File: src/rtl/aes_wb_bridge_pkg.sv
// Shared types and constants for the Wishbone-to-dmem bridge feeding the AES register block.
// Includes the sel decoder used on both the request and the read-return paths.
package aes_wb_bridge_pkg;

  typedef enum logic [2:0] {IDLE, REQ, RESP, ERR, DONE} state_e;

  localparam logic [1:0] W_BYTE    = 2'b00;
  localparam logic [1:0] W_HALF    = 2'b01;
  localparam logic [1:0] W_WORD    = 2'b10;

  localparam logic [1:0] RESP_NONE = 2'b00;
  localparam logic [1:0] RESP_OK   = 2'b01;

  typedef struct packed {
    logic       legal;
    logic [1:0] width;
    logic [1:0] lane;
  } sel_dec_t;

  // Only naturally aligned byte, half-word and word lane patterns are accepted.
  function automatic sel_dec_t decode_sel(logic [3:0] sel);
    sel_dec_t d;
    d = '{legal: 1'b1, width: W_BYTE, lane: 2'd0};
    unique case (sel)
      4'b0001: d.lane = 2'd0;
      4'b0010: d.lane = 2'd1;
      4'b0100: d.lane = 2'd2;
      4'b1000: d.lane = 2'd3;
      4'b0011: d.width = W_HALF;
      4'b1100: begin
        d.width = W_HALF;
        d.lane  = 2'd2;
      end
      4'b1111: d.width = W_WORD;
      default: d.legal = 1'b0;
    endcase
    return d;
  endfunction

endpackage

File: src/rtl/aes_wb_bridge_if.sv
// Wishbone slave and dmem master signals of the bridge, bundled in one interface.
// slave: the bridge's view; master: the SoC / register-block side.
interface aes_wb_bridge_if;
  logic        wbs_cyc_i;
  logic        wbs_stb_i;
  logic        wbs_we_i;
  logic [3:0]  wbs_sel_i;
  logic [6:0]  wbs_adr_i;
  logic [31:0] wbs_dat_i;
  logic [31:0] wbs_dat_o;
  logic        wbs_ack_o;
  logic        wbs_err_o;
  logic        dmem_req;
  logic        dmem_cmd;
  logic [1:0]  dmem_width;
  logic [6:0]  dmem_addr;
  logic [31:0] dmem_wdata;
  logic        dmem_req_ack;
  logic [31:0] dmem_rdata;
  logic [1:0]  dmem_resp;

  modport slave (
    input  wbs_cyc_i, wbs_stb_i, wbs_we_i, wbs_sel_i, wbs_adr_i, wbs_dat_i,
    input  dmem_req_ack, dmem_rdata, dmem_resp,
    output wbs_dat_o, wbs_ack_o, wbs_err_o,
    output dmem_req, dmem_cmd, dmem_width, dmem_addr, dmem_wdata
  );

  modport master (
    output wbs_cyc_i, wbs_stb_i, wbs_we_i, wbs_sel_i, wbs_adr_i, wbs_dat_i,
    output dmem_req_ack, dmem_rdata, dmem_resp,
    input  wbs_dat_o, wbs_ack_o, wbs_err_o,
    input  dmem_req, dmem_cmd, dmem_width, dmem_addr, dmem_wdata
  );
endinterface

File: src/rtl/aes_wb_sel_conv.sv
// Combinational lane converter: Wishbone lane-positioned data <-> LSB-aligned dmem data.
module aes_wb_sel_conv
  import aes_wb_bridge_pkg::*;
(
  input  logic [3:0]  fwd_sel_i,
  input  logic [31:0] wdata_i,
  output logic        legal_o,
  output logic [1:0]  width_o,
  output logic [1:0]  lane_o,
  output logic [31:0] wdata_o,
  input  logic [3:0]  rev_sel_i,
  input  logic [31:0] rdata_i,
  output logic [31:0] rdata_o
);

  sel_dec_t    fwd;
  sel_dec_t    rev;
  logic [31:0] rmask;

  always_comb begin
    fwd     = decode_sel(fwd_sel_i);
    rev     = decode_sel(rev_sel_i);
    legal_o = fwd.legal;
    width_o = fwd.width;
    lane_o  = fwd.lane;
    wdata_o = wdata_i >> {fwd.lane, 3'b000};
    unique case (rev.width)
      W_BYTE:  rmask = 32'h0000_00ff;
      W_HALF:  rmask = 32'h0000_ffff;
      default: rmask = 32'hffff_ffff;
    endcase
    // Unselected lanes return zero.
    rdata_o = (rdata_i & rmask) << {rev.lane, 3'b000};
  end

endmodule

File: src/rtl/aes_wb_bridge.sv
// Wishbone slave to AES dmem bridge, one transaction in flight.
// Define AES_WB_BRIDGE_TIMEOUT_EN to abort stuck REQ/RESP phases with err after TIMEOUT_CYC.
module aes_wb_bridge
  import aes_wb_bridge_pkg::*;
#(
  parameter int unsigned TIMEOUT_CYC = 255,
  parameter int unsigned TO_W        = 8
) (
  input logic            mclk,
  input logic            rst,
  aes_wb_bridge_if.slave bus
);

  if (64'(TIMEOUT_CYC) >= (64'd1 << TO_W)) begin : g_bad_cfg
    $error("TIMEOUT_CYC must be below 2**TO_W");
  end

  state_e      state_q, state_d;
  logic [3:0]  sel_q, sel_d;
  logic        cmd_q, cmd_d;
  logic [1:0]  width_q, width_d;
  logic [6:0]  addr_q, addr_d;
  logic [31:0] wdata_q, wdata_d;
  logic        req_q, req_d;
  logic        ack_q, ack_d;
  logic        err_q, err_d;
  logic [31:0] rdat_q, rdat_d;
  logic        abort_q, abort_d;

  logic        conv_legal;
  logic [1:0]  conv_width;
  logic [1:0]  conv_lane;
  logic [31:0] conv_wdata;
  logic [31:0] conv_rdata;
  logic        quiet;

`ifdef AES_WB_BRIDGE_TIMEOUT_EN
  logic [TO_W-1:0] cnt_q, cnt_d;
`endif

  aes_wb_sel_conv u_sel_conv (
    .fwd_sel_i (bus.wbs_sel_i),
    .wdata_i   (bus.wbs_dat_i),
    .legal_o   (conv_legal),
    .width_o   (conv_width),
    .lane_o    (conv_lane),
    .wdata_o   (conv_wdata),
    .rev_sel_i (sel_q),
    .rdata_i   (bus.dmem_rdata),
    .rdata_o   (conv_rdata)
  );

  always_comb begin
    state_d = state_q;
    sel_d   = sel_q;
    cmd_d   = cmd_q;
    width_d = width_q;
    addr_d  = addr_q;
    wdata_d = wdata_q;
    req_d   = req_q;
    ack_d   = 1'b0;
    err_d   = 1'b0;
    rdat_d  = rdat_q;
    abort_d = abort_q;
    // Once the master abandons the cycle, the dmem side finishes silently.
    quiet   = abort_q | ~bus.wbs_cyc_i;

    unique case (state_q)
      IDLE: begin
        abort_d = 1'b0;
        if (bus.wbs_cyc_i && bus.wbs_stb_i) begin
          if (conv_legal) begin
            sel_d   = bus.wbs_sel_i;
            cmd_d   = bus.wbs_we_i;
            width_d = conv_width;
            addr_d  = {bus.wbs_adr_i[6:2], conv_lane};
            wdata_d = conv_wdata;
            req_d   = 1'b1;
            state_d = REQ;
          end else begin
            err_d   = 1'b1;
            state_d = ERR;
          end
        end
      end
      REQ: begin
        abort_d = quiet;
        if (bus.dmem_req_ack) begin
          req_d   = 1'b0;
          state_d = RESP;
        end
      end
      RESP: begin
        abort_d = quiet;
        if (bus.dmem_resp == RESP_OK) begin
          ack_d = ~quiet;
          if (!cmd_q) rdat_d = conv_rdata;
          state_d = DONE;
        end else if (bus.dmem_resp[1]) begin
          err_d   = ~quiet;
          state_d = DONE;
        end
      end
      ERR:     state_d = IDLE;
      DONE:    state_d = IDLE;
      default: state_d = IDLE;
    endcase

`ifdef AES_WB_BRIDGE_TIMEOUT_EN
    cnt_d = '0;
    if (state_q == REQ || state_q == RESP) begin
      cnt_d = cnt_q + 1'b1;
      if (cnt_q == TO_W'(TIMEOUT_CYC - 1) && state_d != DONE) begin
        req_d   = 1'b0;
        ack_d   = 1'b0;
        err_d   = ~quiet;
        state_d = DONE;
      end
    end
`endif
  end

  always_ff @(posedge mclk or posedge rst) begin
    if (rst) begin
      state_q <= IDLE;
      sel_q   <= '0;
      cmd_q   <= 1'b0;
      width_q <= W_BYTE;
      addr_q  <= '0;
      wdata_q <= '0;
      req_q   <= 1'b0;
      ack_q   <= 1'b0;
      err_q   <= 1'b0;
      rdat_q  <= '0;
      abort_q <= 1'b0;
    end else begin
      state_q <= state_d;
      sel_q   <= sel_d;
      cmd_q   <= cmd_d;
      width_q <= width_d;
      addr_q  <= addr_d;
      wdata_q <= wdata_d;
      req_q   <= req_d;
      ack_q   <= ack_d;
      err_q   <= err_d;
      rdat_q  <= rdat_d;
      abort_q <= abort_d;
    end
  end

`ifdef AES_WB_BRIDGE_TIMEOUT_EN
  always_ff @(posedge mclk or posedge rst) begin
    if (rst) cnt_q <= '0;
    else     cnt_q <= cnt_d;
  end
`endif

  assign bus.wbs_dat_o  = rdat_q;
  assign bus.wbs_ack_o  = ack_q;
  assign bus.wbs_err_o  = err_q;
  assign bus.dmem_req   = req_q;
  assign bus.dmem_cmd   = cmd_q;
  assign bus.dmem_width = width_q;
  assign bus.dmem_addr  = addr_q;
  assign bus.dmem_wdata = wdata_q;

endmodule

File: src/flat_wrapper.sv
// flat-port wrapper written by rule: the top's interface ports become plain ports
module aes_wb_bridge_flat import aes_wb_bridge_pkg::*;
#(
  parameter int unsigned TIMEOUT_CYC = 255,
  parameter int unsigned TO_W        = 8
)
  (mclk, rst, bus_wbs_cyc_i, bus_wbs_stb_i, bus_wbs_we_i, bus_wbs_sel_i, bus_wbs_adr_i, bus_wbs_dat_i, bus_dmem_req_ack, bus_dmem_rdata, bus_dmem_resp, bus_wbs_dat_o, bus_wbs_ack_o, bus_wbs_err_o, bus_dmem_req, bus_dmem_cmd, bus_dmem_width, bus_dmem_addr, bus_dmem_wdata);
  aes_wb_bridge_if bus_i ();
  input logic mclk;
  input logic rst;
  input wire logic [$bits(bus_i.wbs_cyc_i)-1:0] bus_wbs_cyc_i;
  input wire logic [$bits(bus_i.wbs_stb_i)-1:0] bus_wbs_stb_i;
  input wire logic [$bits(bus_i.wbs_we_i)-1:0] bus_wbs_we_i;
  input wire logic [$bits(bus_i.wbs_sel_i)-1:0] bus_wbs_sel_i;
  input wire logic [$bits(bus_i.wbs_adr_i)-1:0] bus_wbs_adr_i;
  input wire logic [$bits(bus_i.wbs_dat_i)-1:0] bus_wbs_dat_i;
  input wire logic [$bits(bus_i.dmem_req_ack)-1:0] bus_dmem_req_ack;
  input wire logic [$bits(bus_i.dmem_rdata)-1:0] bus_dmem_rdata;
  input wire logic [$bits(bus_i.dmem_resp)-1:0] bus_dmem_resp;
  output wire logic [$bits(bus_i.wbs_dat_o)-1:0] bus_wbs_dat_o;
  output wire logic [$bits(bus_i.wbs_ack_o)-1:0] bus_wbs_ack_o;
  output wire logic [$bits(bus_i.wbs_err_o)-1:0] bus_wbs_err_o;
  output wire logic [$bits(bus_i.dmem_req)-1:0] bus_dmem_req;
  output wire logic [$bits(bus_i.dmem_cmd)-1:0] bus_dmem_cmd;
  output wire logic [$bits(bus_i.dmem_width)-1:0] bus_dmem_width;
  output wire logic [$bits(bus_i.dmem_addr)-1:0] bus_dmem_addr;
  output wire logic [$bits(bus_i.dmem_wdata)-1:0] bus_dmem_wdata;
  assign bus_i.wbs_cyc_i = bus_wbs_cyc_i;
  assign bus_i.wbs_stb_i = bus_wbs_stb_i;
  assign bus_i.wbs_we_i = bus_wbs_we_i;
  assign bus_i.wbs_sel_i = bus_wbs_sel_i;
  assign bus_i.wbs_adr_i = bus_wbs_adr_i;
  assign bus_i.wbs_dat_i = bus_wbs_dat_i;
  assign bus_i.dmem_req_ack = bus_dmem_req_ack;
  assign bus_i.dmem_rdata = bus_dmem_rdata;
  assign bus_i.dmem_resp = bus_dmem_resp;
  assign bus_wbs_dat_o = bus_i.wbs_dat_o;
  assign bus_wbs_ack_o = bus_i.wbs_ack_o;
  assign bus_wbs_err_o = bus_i.wbs_err_o;
  assign bus_dmem_req = bus_i.dmem_req;
  assign bus_dmem_cmd = bus_i.dmem_cmd;
  assign bus_dmem_width = bus_i.dmem_width;
  assign bus_dmem_addr = bus_i.dmem_addr;
  assign bus_dmem_wdata = bus_i.dmem_wdata;
  aes_wb_bridge #(.TIMEOUT_CYC(TIMEOUT_CYC), .TO_W(TO_W)) u_core (.mclk(mclk), .rst(rst), .bus(bus_i));
endmodule
File: config.mk
export PLATFORM = sky130hd
export DESIGN_NAME = aes_wb_bridge_flat
export DESIGN_NICKNAME = d
export VERILOG_FILES = /design/src/rtl/aes_wb_bridge_pkg.sv /design/src/rtl/aes_wb_bridge_if.sv /design/src/rtl/aes_wb_sel_conv.sv /design/src/rtl/aes_wb_bridge.sv /design/src/flat_wrapper.sv
export SDC_FILE = /design/constraint.sdc
export NUM_CORES = 1
export LEC_CHECK = 0
export ABC_AREA = 1
export CAP_MARGIN = 10
export CORE_MARGIN = 3
export CORE_UTILIZATION = 45
export CTS_CLUSTER_SIZE = 10
export DETAILED_ROUTE_END_ITERATION = 8
export PLACE_DENSITY = 0.88
export RECOVER_POWER = 50
export SETUP_SLACK_MARGIN = 0.05
export SLEW_MARGIN = 25
export SYNTH_ARGS = -nofsm -noshare
export SYNTH_HDL_FRONTEND = slang
export SYNTH_SLANG_ARGS = --single-unit
File: constraint.sdc
create_clock -name mclk -period 3.1 [get_ports mclk]
set_input_delay 0.31 -clock mclk [delete_from_list [all_inputs] [get_ports mclk]]
set_output_delay 0.31 -clock mclk [all_outputs]
set_load 0.1 [all_outputs]
==> results.sh, run 1 <==
export IMPL_syn_inst=590
export IMPL_hold_buffers=0
export IMPL_clk_latency_ns=0.37
export IMPL_cap_viol_max_count=1
export IMPL_max_freq_ghz=0.430
export IMPL_status="complete, but fails checks"
export IMPL_period_share_pct=75.0
export IMPL_regToRegStartpoint="u_core.state_q[0]$_DFFE_PP0P_"
export IMPL_grt_max_degree=59
export IMPL_routed_wirelength_um=13000
export IMPL_slowest_delay_ns=1.54
export IMPL_n_fill_cell=832
export IMPL_slowest_stage="inv_1"
export IMPL_syn_nets=673
export IMPL_failed_checks="max-capacitance violations, max-slew violations"
export IMPL_crit_chain="clkdlybuf4s50_1, inv_1, clkbuf_2"
export IMPL_syn_area_sq_mm=0.00432
export IMPL_die_w_um=104
export IMPL_die_area_sq_mm=0.0108
export IMPL_min_to="u_core.bus.dmem_addr[5]$_DFFE_PP0P_"
export IMPL_hold_violations=0
export IMPL_critPathTopFamily="buffers and inverters"
export IMPL_worst_path_buf_inv=3
export IMPL_ys_seq_area_share_pct=49.2
export IMPL_yosysWarnings=0
export IMPL_synth_seq_cells=85
export IMPL_vias_per_cell=5.17
export IMPL_final_cells=873
export IMPL_slew_headroom_pct=-45.9
export IMPL_drt_iter0_drc=249
export IMPL_drv_slew=59
export IMPL_rr_endpoint="u_core.bus.wbs_dat_o[23]$_DFFE_PP0P_"
export IMPL_synth_edf_count=0
export IMPL_async_reset_ff_share_pct=100
export IMPL_htreeDepth=3
export IMPL_place_hpwl_um=9610
export IMPL_start_util_pct=46.5
export IMPL_multi_input_area_sq_mm=0.00183
export IMPL_holdPathStages=2
export IMPL_ant_nets=0
export IMPL_area_growth_pct=40.0
export IMPL_hold_start="u_core.bus.dmem_addr[5]$_DFFE_PP0P_"
export IMPL_ys_types=25
export IMPL_drc=0
export IMPL_reg2reg_depth=5
export IMPL_portBuffers=157
export IMPL_num_vias=4514
export IMPL_placementRows=35
export IMPL_cts_tree="built"
export IMPL_crit_fanout=58
export IMPL_worstSetupEndpointType="asynchronous set/reset pin"
export IMPL_ios=160
export IMPL_antenna_found_initial=0
export IMPL_skew_ns=0.0170
export IMPL_cp_arrival_ns=2.85
export IMPL_setup_tns_final_ns=0
export IMPL_overflow=0
export IMPL_gp_congestion=0.916
export IMPL_postCtsSetupBuffers=0
export IMPL_final_setup_viol_count=0
export IMPL_cts_sinks=85
export IMPL_track_usage_pct=24.2
export IMPL_min_period_ns=2.32
export IMPL_clk_pin_slew_ns=0.09
export IMPL_required_ns=3.62
export IMPL_dpl_cell_count=857
export IMPL_post_place_ws_ns=0.500
export IMPL_grt_pass1_wl_um=21500
export IMPL_cts_buffers=9
export IMPL_synthFlopType="dfrtp_1"
export IMPL_hold_path_class="register to register"
export IMPL_worst_slew_pin_slew_ns=2.19
export IMPL_drtPass1Iterations=5
export IMPL_final_cell_mix="nand2_1 (257), clkdlybuf4s50_1 (141), dfrtp_1 (85)"
export IMPL_register_area_sq_mm=0.00213
export IMPL_ctsResizeCount=0
export IMPL_final_common_cell="nand2_1"
export IMPL_finalNetCount=822
export IMPL_core_sq_mm=0.00928
export IMPL_rsz0062_at_grt="false"
export IMPL_grt_pass1_vias=4385
export IMPL_syn_avg_cell_area_sq_um=7.32
export IMPL_antennaDiodeCount=0
export IMPL_final_setup_worst_slack_ns=0.777
export IMPL_wl_per_cell_um=14.9
export IMPL_die_y_um=104
export IMPL_reg2reg_slack_ns=0.96
export IMPL_drive_gt1_share_pct=4.30
export IMPL_crit_type="primary input to asynchronous set/reset pin"
export IMPL_clock_path_buffers=2
export IMPL_cts_root_buffer="clkbuf_8"
export IMPL_critPathLaunchType="primary input"
[flip-flops by register name (all words and copies together), names as in the netlist]
| signal | flops |
|---|---|
| u_core.abort_q | 1 |
| u_core.bus.dmem_addr | 7 |
| u_core.bus.dmem_cmd | 1 |
| u_core.bus.dmem_req | 1 |
| u_core.bus.dmem_wdata | 32 |
| u_core.bus.dmem_width | 2 |
| u_core.bus.wbs_ack_o | 1 |
| u_core.bus.wbs_dat_o | 32 |
| u_core.bus.wbs_err_o | 1 |
| u_core.sel_q | 4 |
| u_core.state_q | 3 |
[cells in the mapped netlist, types with 2 or more instances]
cell type  count  share of area (%)
a21oi_1        9                1.0
a31oi_1        5               0.72
buf_1          3               0.26
buf_2         16                1.9
clkbuf_1       8               0.70
dfrtp_1       85                 49
inv_1         56                4.9
inv_2          3               0.26
nand2_1      257                 22
nand3_1       50                5.8
nand3_2        3               0.70
nand4_1       21                3.0
nor2_1        18                1.6
nor2_2         2               0.29
nor2_4         3               0.78
nor3_2         2               0.46
nor3b_1        2               0.35
o21ai_0       24                2.8
o21ai_1       17                2.0
[how the worst max path moves through the flow]
stage	slack [ns]	cells after the start	endpoint	from
after floorplan	0.60	1	u_core.abort_q$_DFFE_PP0N_	rst
after global placement	0.60	9	u_core.bus.dmem_wdata[14]$_DFFE_PP0P_	bus_wbs_sel_i[3]
after detailed placement	0.50	9	u_core.bus.dmem_wdata[14]$_DFFE_PP0P_	bus_wbs_sel_i[3]
after CTS	0.84	1	bus_dmem_cmd	u_core.bus.dmem_cmd$_DFFE_PP0P_
after global routing	0.37	3	u_core.bus.wbs_dat_o[24]$_DFFE_PP0P_	rst
final	0.78	3	u_core.bus.wbs_dat_o[24]$_DFFE_PP0P_	rst
[worst register-to-register path, cell delays in order (launching register included)]
cell and delay (ns):
dfrtp_1 0.40, inv_1 0.10, nand3_1 0.20, nor3_1 1.05, nor2_1 0.12, a31oi_1 0.20
[area by class of cell]
type / count / area share (%)
clock buffer: 9 / 2.05
clock inverter: 7 / 0.910
inverter: 59 / 3.66
multi-input combinational: 419 / 30.2
sequential: 85 / 35.2
tap: 129 / 2.67
timing repair buffer: 165 / 25.3
[per-stage QoR]
stage	hold slack (ns)	area [sq um]	util, %
finish	0.479	6050	65.1
global route	0.476	6050	65.1
CTS	0.482	6130	66.1
detailed placement	0.464	5950	64.1
global placement	0.456	5950	64.1
floorplan	0.427	4320	-
[metal layers]
layer | wire [um] | track usage, % | vias up
li1 | - | - | 2181
met1 | 5430 | 31.0 | 2110
met2 | 6270 | 40.1 | 204
met3 | 1120 | 7.26 | 19
met4 | 216 | 6.46 | 0
met5 | 0 | 0 | -
[cells by family (layout without fill, tap and decap cells)]
| logic type | Yosys count | count (layout) | synth area share (%) |
|---|---|---|---|
| DFF | 85 | 85 | 49.2 |
| AOI/OAI and AO/OA | 59 | 59 | 7.24 |
| and+or+nand+nor | 360 | 360 | 35.6 |
| buffers and inverters | 86 | 240 | 7.94 |
Power of run 1 is not shown: default switching activity piles up to over one toggle a cycle in this logic, so the estimate is an artifact.
==> run 2: changes to the inputs <==
--- a/config.mk
+++ b/config.mk
@@ -8,10 +8,10 @@
 export ABC_AREA = 1
 export CAP_MARGIN = 10
 export CORE_MARGIN = 3
-export CORE_UTILIZATION = 45
+export CORE_UTILIZATION = 40
 export CTS_CLUSTER_SIZE = 10
 export DETAILED_ROUTE_END_ITERATION = 8
-export PLACE_DENSITY = 0.88
+export PLACE_DENSITY = 0.83
 export RECOVER_POWER = 50
 export SETUP_SLACK_MARGIN = 0.05
 export SLEW_MARGIN = 25
==> constraint.sdc (replaced) <==
create_clock -name mclk -period 2 [get_ports mclk]
set_input_delay 0.2 -clock mclk [delete_from_list [all_inputs] [get_ports mclk]]
set_output_delay 0.2 -clock mclk [all_outputs]
set_load 0.1 [all_outputs]
==> run 2 against run 1 <==
The run now ends clean. Clock skew fell by 0.0077 ns. Cell count grew 1.9%. Critical path depth grew 4. Register-to-register slack lost 0.62 ns. Critical endpoint is now u_core.bus.dmem_wdata[31]$_DFFE_PP0P_.
==> results.sh, run 2 (same netlist as run 1, synthesis figures left out) <==
export IMPL_status="completed"
export IMPL_vias_per_cell=5.14
export IMPL_routed_wirelength_um=13200
export IMPL_cp_arrival_ns=1.93
export IMPL_die_y_um=110
export IMPL_finalNetCount=832
export IMPL_hold_buffers=0
export IMPL_htreeDepth=3
export IMPL_track_usage_pct=22.0
export IMPL_drtPass1Iterations=5
export IMPL_worst_slew_pin_slew_ns=1.19
export IMPL_placementRows=37
export IMPL_antenna_found_initial=0
export IMPL_cts_root_buffer="clkbuf_8"
export IMPL_clk_pin_slew_ns=0.09
export IMPL_max_freq_ghz=0.601
export IMPL_place_hpwl_um=9710
export IMPL_min_period_ns=1.66
export IMPL_cts_sinks=85
export IMPL_critPathLaunchType="register"
export IMPL_cap_viol_max_count=0
export IMPL_drive_gt1_share_pct=16.3
export IMPL_final_common_cell="nand2_1"
export IMPL_crit_fanout=17
export IMPL_hold_violations=0
export IMPL_wl_per_cell_um=14.9
export IMPL_slowest_stage="dfrtp_1"
export IMPL_grt_max_degree=86
export IMPL_worst_path_buf_inv=2
export IMPL_cts_buffers=9
export IMPL_rsz0062_at_grt="false"
export IMPL_ant_nets=0
export IMPL_cpMostUsedCell="inv_1"
export IMPL_drv_slew=0
export IMPL_ios=160
export IMPL_slowest_delay_ns=0.39
export IMPL_crit_type="register to register"
export IMPL_clk_latency_ns=0.35
export IMPL_slew_headroom_pct=21.0
export IMPL_final_cell_mix="nand2_1 (257), dfrtp_1 (85), clkdlybuf4s50_1 (78)"
export IMPL_hold_path_class="primary input to register"
export IMPL_clock_path_buffers=2
export IMPL_crit_chain="inv_1, nand2_1, nor3_1, inv_1, nor2_4, nand2_2, o21ai_0"
export IMPL_drc=0
export IMPL_core_sq_mm=0.0104
export IMPL_portBuffers=157
export IMPL_antennaDiodeCount=0
export IMPL_grt_pass1_wl_um=21000
export IMPL_setup_tns_final_ns=0
export IMPL_postCtsSetupBuffers=0
export IMPL_worstSetupEndpointType="register"
export IMPL_period_share_pct=83.2
export IMPL_die_w_um=110
export IMPL_required_ns=2.27
export IMPL_overflow=0
export IMPL_grt_pass1_vias=4377
export IMPL_cts_tree="built"
export IMPL_gp_congestion=0.903
export IMPL_num_vias=4572
export IMPL_start_util_pct=41.5
export IMPL_critPathTopFamily="simple AND/OR/NAND/NOR gates"
export IMPL_drt_iter0_drc=291
export IMPL_ctsResizeCount=0
export IMPL_area_growth_pct=39.8
export IMPL_n_fill_cell=937
export IMPL_skew_ns=0.00930
export IMPL_die_area_sq_mm=0.0121
export IMPL_final_setup_viol_count=0
[run 2: final timing paths]
| check | from | slack, ns | cells past startpoint | end |
|---|---|---|---|---|
| worst max-delay path | u_core.state_q[1]$_DFFE_PP0P_ | 0.34 | 7 | u_core.bus.dmem_wdata[31]$_DFFE_PP0P_ |
| worst min-delay path | bus_wbs_adr_i[5] | 0.39 | 3 | u_core.bus.dmem_addr[5]$_DFFE_PP0P_ |
| worst max register to register | u_core.state_q[1]$_DFFE_PP0P_ | 0.34 | 7 | u_core.bus.dmem_wdata[31]$_DFFE_PP0P_ |
| worst min register to register | u_core.bus.dmem_addr[2]$_DFFE_PP0P_ | 0.47 | 2 | u_core.bus.dmem_addr[2]$_DFFE_PP0P_ |
| max in group asynchronous | rst | 0.49 | 3 | u_core.bus.dmem_req$_DFFE_PP0P_ |
| min in group asynchronous | rst | 0.74 | 3 | u_core.abort_q$_DFFE_PP0N_ |
[run 2: worst min-delay path, cell delays in order]
cell and delay, ns:
clkdlybuf4s50_1 0.40, nand2_1 0.06, nand2_1 0.05
[run 2: final cells by class]
cell class	count	area [sq um]	area share [%]
Timing Repair Buffer	175	1470	24.3
Tap cell	136	170	2.82
Clock inverter	6	71.3	1.18
Sequential cell	85	2130	35.2
Inverter	59	225	3.73
Clock buffer	10	138	2.28
Multi-Input combinational cell	419	1840	30.5
[run 2: stage by stage]
step                      cell area (sq um)  hold WS (ns)  setup slack [ns]  utilization (%)  instances
after CTS                              6140         0.344             0.383             59.0        890
after global routing                   6040         0.390             0.157             58.0        890
after floorplan                        4320         0.317             0.181                -        590
after global placement                 5940         0.457             0.138             57.0        874
after detailed placement               5940         0.459            0.0418             57.0        874
final                                  6040         0.387             0.335             58.0        890
[run 2: per-layer routing]
metal	global-route usage, %	wire length [um]
met1	28.0	5300
met2	37.4	6400
met3	5.05	1390
met4	5.97	153
met5	0	0
Power of run 2 is left out for the same reason.
